### src/rtl/instruction_fetch_queue.sv
// instruction_fetch_queue
//
// DEPTH-entry prefetch queue between instruction memory and decode.
// Sequential requests are issued ahead of decode. Each returned instruction
// is tagged with the PC it was fetched from. A redirect flushes the queue.
// If a request is still outstanding when a redirect arrives, that response
// is waited out and discarded before fetching from the new target.
//
// Optional feature macro: FETCH_QUEUE_BYPASS_EN
//   When defined, a response that arrives while the queue is empty is
//   presented to decode in the same cycle.
//   When undefined, decode outputs come from queue registers only.
//
// Ports
//   f_clk         clock, rising edge
//   f_rst         synchronous active-high reset
//   o_syn         memory request valid
//   o_addr_instr  request address (low A_WIDTH bits of the fetch PC)
//   i_ack         memory response strobe, completes the pending request
//   i_instr       response data, valid with i_ack
//   change_pc     redirect / flush
//   alu_pc_value  redirect target
//   i_stall       decode not accepting
//   o_ce          head entry valid to decode
//   o_instr       head instruction (0 when o_ce=0)
//   pc            PC of head instruction (0 when o_ce=0)
//   o_count       queue occupancy
//
// FSM states
//   state  | meaning
//   S_FILL | normal prefetch; responses are pushed into the queue
//   S_DROP | redirected with a request in flight; next response discarded

module instruction_fetch_queue #(
    parameter int                  I_WIDTH  = 32,
    parameter int                  A_WIDTH  = 32,
    parameter int                  PC_WIDTH = 32,
    parameter int                  DEPTH    = 4,
    parameter logic [PC_WIDTH-1:0] PC_STEP  = 4,
    parameter logic [PC_WIDTH-1:0] RESET_PC = '0
) (
    input  logic                   f_clk,
    input  logic                   f_rst,
    output logic                   o_syn,
    output logic [A_WIDTH-1:0]     o_addr_instr,
    input  logic                   i_ack,
    input  logic [I_WIDTH-1:0]     i_instr,
    input  logic                   change_pc,
    input  logic [PC_WIDTH-1:0]    alu_pc_value,
    input  logic                   i_stall,
    output logic                   o_ce,
    output logic [I_WIDTH-1:0]     o_instr,
    output logic [PC_WIDTH-1:0]    pc,
    output logic [$clog2(DEPTH):0] o_count
);

    localparam int PW = $clog2(DEPTH);
    localparam int CW = PW + 1;
    localparam logic [PW-1:0] PTR_ONE = 1;
    localparam logic [CW-1:0] CNT_ONE = 1;
    localparam logic [CW-1:0] CNT_MAX = CW'(DEPTH);

    typedef enum logic {S_FILL, S_DROP} state_t;

    state_t              state;
    logic [PC_WIDTH-1:0] fpc;
    logic [PC_WIDTH-1:0] target;
    logic [PW-1:0]       rd_ptr;
    logic [PW-1:0]       wr_ptr;
    logic [CW-1:0]       count;
    logic [CW-1:0]       count_nxt;
    logic                syn_q;

    logic [PC_WIDTH-1:0] q_pc    [DEPTH];
    logic [I_WIDTH-1:0]  q_instr [DEPTH];

    logic not_empty;
    logic accept;
    logic byp_hit;
    logic byp_take;
    logic push;
    logic pop;

    assign not_empty = (count != '0);

    // A response is accepted only in FILL against a request actually on the bus.
    assign accept = (state == S_FILL) && syn_q && i_ack && !change_pc;

`ifdef FETCH_QUEUE_BYPASS_EN
    assign byp_hit = accept && !not_empty;
`else
    assign byp_hit = 1'b0;
`endif

    // A bypassed response consumed by decode never enters the queue.
    assign byp_take = byp_hit && !i_stall;
    assign push     = accept && !byp_take;
    assign pop      = not_empty && !i_stall && !change_pc;

    always_comb begin
        count_nxt = count;
        if (change_pc) begin
            count_nxt = '0;
        end else if (push && !pop) begin
            count_nxt = count + CNT_ONE;
        end else if (pop && !push) begin
            count_nxt = count - CNT_ONE;
        end
    end

    // The request valid is registered from the next occupancy. It can only
    // fall on a push, and a push needs i_ack, so a raised request always
    // holds its address until acknowledged.
    always_ff @(posedge f_clk) begin
        if (f_rst) begin
            state  <= S_FILL;
            fpc    <= RESET_PC;
            target <= '0;
            rd_ptr <= '0;
            wr_ptr <= '0;
            count  <= '0;
            syn_q  <= 1'b0;
        end else begin
            count <= count_nxt;
            syn_q <= (count_nxt < CNT_MAX);
            if (change_pc) begin
                rd_ptr <= '0;
                wr_ptr <= '0;
                if (syn_q && !i_ack) begin
                    // A request is still in flight; wait it out before redirecting.
                    state  <= S_DROP;
                    target <= alu_pc_value;
                end else begin
                    state <= S_FILL;
                    fpc   <= alu_pc_value;
                end
            end else begin
                case (state)
                    S_FILL: begin
                        if (accept) fpc <= fpc + PC_STEP;
                        if (push)   wr_ptr <= wr_ptr + PTR_ONE;
                        if (pop)    rd_ptr <= rd_ptr + PTR_ONE;
                    end
                    S_DROP: begin
                        if (i_ack) begin
                            fpc   <= target;
                            state <= S_FILL;
                        end
                    end
                    default: state <= S_FILL;
                endcase
            end
        end
    end

    always_ff @(posedge f_clk) begin
        if (push) begin
            q_pc[wr_ptr]    <= fpc;
            q_instr[wr_ptr] <= i_instr;
        end
    end

    always_comb begin
        o_ce    = not_empty || byp_hit;
        o_instr = '0;
        pc      = '0;
        if (not_empty) begin
            o_instr = q_instr[rd_ptr];
            pc      = q_pc[rd_ptr];
        end else if (byp_hit) begin
            o_instr = i_instr;
            pc      = fpc;
        end
    end

    assign o_syn        = syn_q;
    assign o_addr_instr = fpc[A_WIDTH-1:0];
    assign o_count      = count;

endmodule

### config.mk
export PLATFORM = sky130hd
export DESIGN_NAME = instruction_fetch_queue
export DESIGN_NICKNAME = d
export VERILOG_FILES = /design/src/rtl/instruction_fetch_queue.sv
export SDC_FILE = /design/constraint.sdc
export NUM_CORES = 1
export LEC_CHECK = 0
export CAP_MARGIN = 10
export CORE_ASPECT_RATIO = 1.5
export CORE_MARGIN = 2
export CORE_UTILIZATION = 59
export CTS_BUF_LIST = sky130_fd_sc_hd__clkbuf_4
export DETAILED_ROUTE_END_ITERATION = 10
export DONT_BUFFER_PORTS = 1
export PLACE_DENSITY = 0.78
export SETUP_SLACK_MARGIN = 0.5
export SLEW_MARGIN = 15
export SYNTH_ARGS = -nofsm -noshare
export SYNTH_HDL_FRONTEND = slang
export SYNTH_SLANG_ARGS = --single-unit
### constraint.sdc
create_clock -name f_clk -period 3.2 [get_ports f_clk]
set_input_delay 0.48 -clock f_clk [delete_from_list [all_inputs] [get_ports f_clk]]
set_output_delay 0.48 -clock f_clk [all_outputs]
set_load 0.05 [all_outputs]
==> metrics.yaml <==
status:
  status: "finished, final reports clean"
worst_hold_path:
  min_path_cells: 4
  hold_class: "in2reg"
synthesis:
  seq_area_frac_synth: 0.676
  synth_top_cell_area_share: 0.566
  yosys.area_share.adder: 0.00921
  synth_enable_flop_cells: 256
  synthDominantAreaCellType: "edfxtp_1"
  synth_seq_cells: 331
  yosysUniqueCellTypes: 59
  synth-xor-area-share: 0.00258
  syn_avg_cell_area_um2: 14.4
  synth_nets: 1020
  synth_common_cells: "256 x edfxtp_1, 119 x nand2_1, 75 x dfxtp_1, 73 x and2_1, 64 x mux4_2"
  yosysMostFrequentCell: "edfxtp_1"
  synth-compound-area-share: 0.0735
  synth_top_family_by_area: "multiplexers"
  syn_inst: 941
  synth-main-ff-cell: "edfxtp_1"
  synthArstFlopShare: 0
  ys_top_cells_by_area: "edfxtp_1 57%, dfxtp_1 11%, mux4_2 11%"
  synth_mux_area_frac: 0.109
  synth.cell_area_um2: 13600
  synth-simple-area-share: 0.108
  yosysWarnings: 0
cts:
  h-tree-depth: 3
  cts_buffers: 76
  clk_pin_slew_ps: 70
  cts_sinks: 331
  cts_root_buf: "clkbuf_4"
  cts_tree: "built"
  clock_path_buffers: 3
  clk-insertion-delay-late_ps: 720
power:
  ir_worst_vdd_uv: 357
  powerDensity_nw_per_um2: 512
  total_power_mw: 8.64
  p_leak_nw: 5.86
timing:
  max-slew-margin-rel: 0.426
  setup_ws_ps: 400
  max_freq_mhz: 357
  tns_ps: 0
  tightest_slew_ps: 860
  rsz0062_at_grt: "true"
  clock_skew_ps: 44.9
  setup_viol: 0
  post-route-period-util: 0.875
  hold_viol_final: 0
  final_max_slew_viol_count: 0
  period_needed_ps: 2800
floorplanning:
  rows: 68
  fp.dieH_um: 190
  core_um2: 22800
  die_x_um: 128
  start_util: 0.596
  io_pins: 170
  die_area_um2: 24300
critical_path:
  required_ps: 2720
  reg2reg_depth: 6
  cp-start-kind: "flop"
  critPathMaxFanout: 6
  path_class: "reg2out"
  end_kind: "primary output"
  arrival_ps: 2320
grt:
  grt_pass1_vias: 9138
  grt_max_degree: 65
  grt_pass1_wl_um: 49700
  antenna_found_initial: 1
  grt-ovfl-total: 0
  grtUsageTotal: 0.271
drt:
  vias_per_cell: 6.07
  initialDrtViolationCount: 582
  route.detailed.drc: 0
  routed_wl_um: 32600
  dr_total_vias: 9032
  antenna_left: 0
  wl_per_cell_um: 21.9
  firstDrtPassIters: 5
finish:
  syn2layout_area_growth_pct: 24.2
  final_cell_area_um2: 16900
  drive_above_1_share: 0.293
  stdcell_count: 1488
  nNetsFinal: 1225
place:
  routabilityCongestion: 0.859
  place_hpwl_um: 17900
  pre_cts_ws_ps: 777
  numPortBuffers: 0
  dp.cells: 1256
  dpl_cell_area_um2: 14500
run:
  maxCapViolations: 0
critical path, cell delays in order, from the launching register on:
cell and delay (ps):
dfxtp_4 370, buf_12 140, buf_12 130, buf_16 130, mux4_2 500, and2_4 180, buf_6 140
per-stage QoR:
stage | utilization | hold slack [ps]
CTS | 0.730 | 8.41
global route | 0.740 | 49.0
floorplan | - | 432
detailed placement | 0.636 | 437
finish | 0.740 | 67.5
global placement | 0.636 | 431
cell type report:
cell class                 instances  area, µm²
timing repair buffer             183       2060
fill                            1389       5930
sequential                       331       9200
timing repair inverter             1       6.26
antenna                            1       2.50
clock inverter                    37        176
multi-input combinational        533       4240
tap                              280        350
inverter                          20       82.6
clock buffer                     102        766
registers in the layout, indices dropped and copies added (netlist names), named ones only:
name / count
o_count: 3
o_syn: 1
target: 32
wr_ptr: 2
q_pc: 128
q_instr: 128
rd_ptr: 2
o_addr_instr: 32
state: 1
metal layers:
metal  vias up  track usage  share of wire
met4         0        0.107          0.028
met1      4474        0.326           0.38
met3        72       0.0669          0.069
met2       403        0.470           0.53
li1       4083            -              -
met5         -            0              0
logic make-up after synthesis:
kind of cell / Yosys count
AND/OR/NAND/NOR: 292
buffers and inverters: 77
adder cells (fa/ha/maj): 10
multiplexers: 68
XOR/XNOR: 4
AO/OA/AOI/OAI: 159
flip-flops: 331
final timing paths:
check                                        to                    startpoint  slack, ps
setup reg to reg  o_addr_instr[30]$_SDFFE_PP0P_  o_addr_instr[2]$_SDFFE_PP0P_        720
hold reg to reg         target[11]$_SDFFE_PP0P_       target[11]$_SDFFE_PP0P_        450
hold / removal    o_addr_instr[17]$_SDFFE_PP0P_              alu_pc_value[17]         70
setup / recovery                    o_instr[19]                          flop        400
report_power, final:
group | leakage (nW) | internal (mW) | switching, mW
combinational | 2.35 | 0.230 | 0.407
sequential | 2.93 | 4.70 | 0.0770
clock | 0.572 | 1.59 | 1.64
cell usage in the layout, fill, tap and decap left out, types with 27 or more instances in the layout:
master	synthesis	final
a21oi_1	61	61
and2_4	0	49
buf_4	0	64
clkbuf_4	0	102
dfxtp_1	75	73
dlygate4sd3_1	0	69
edfxtp_1	256	256
mux4_2	64	64
nand2_1	119	119
o21ai_0	27	27
repair_timing:
action	in CTS	in global routing
endpoints found under the hold margin	193	0
pin swaps	6	17
buffers inserted	13	2
resized for setup	79	57
gates cloned	6	1
endpoints found under the setup margin	65	58
hold buffers	70	0
Note: power is estimated with default switching activity, not from simulation.
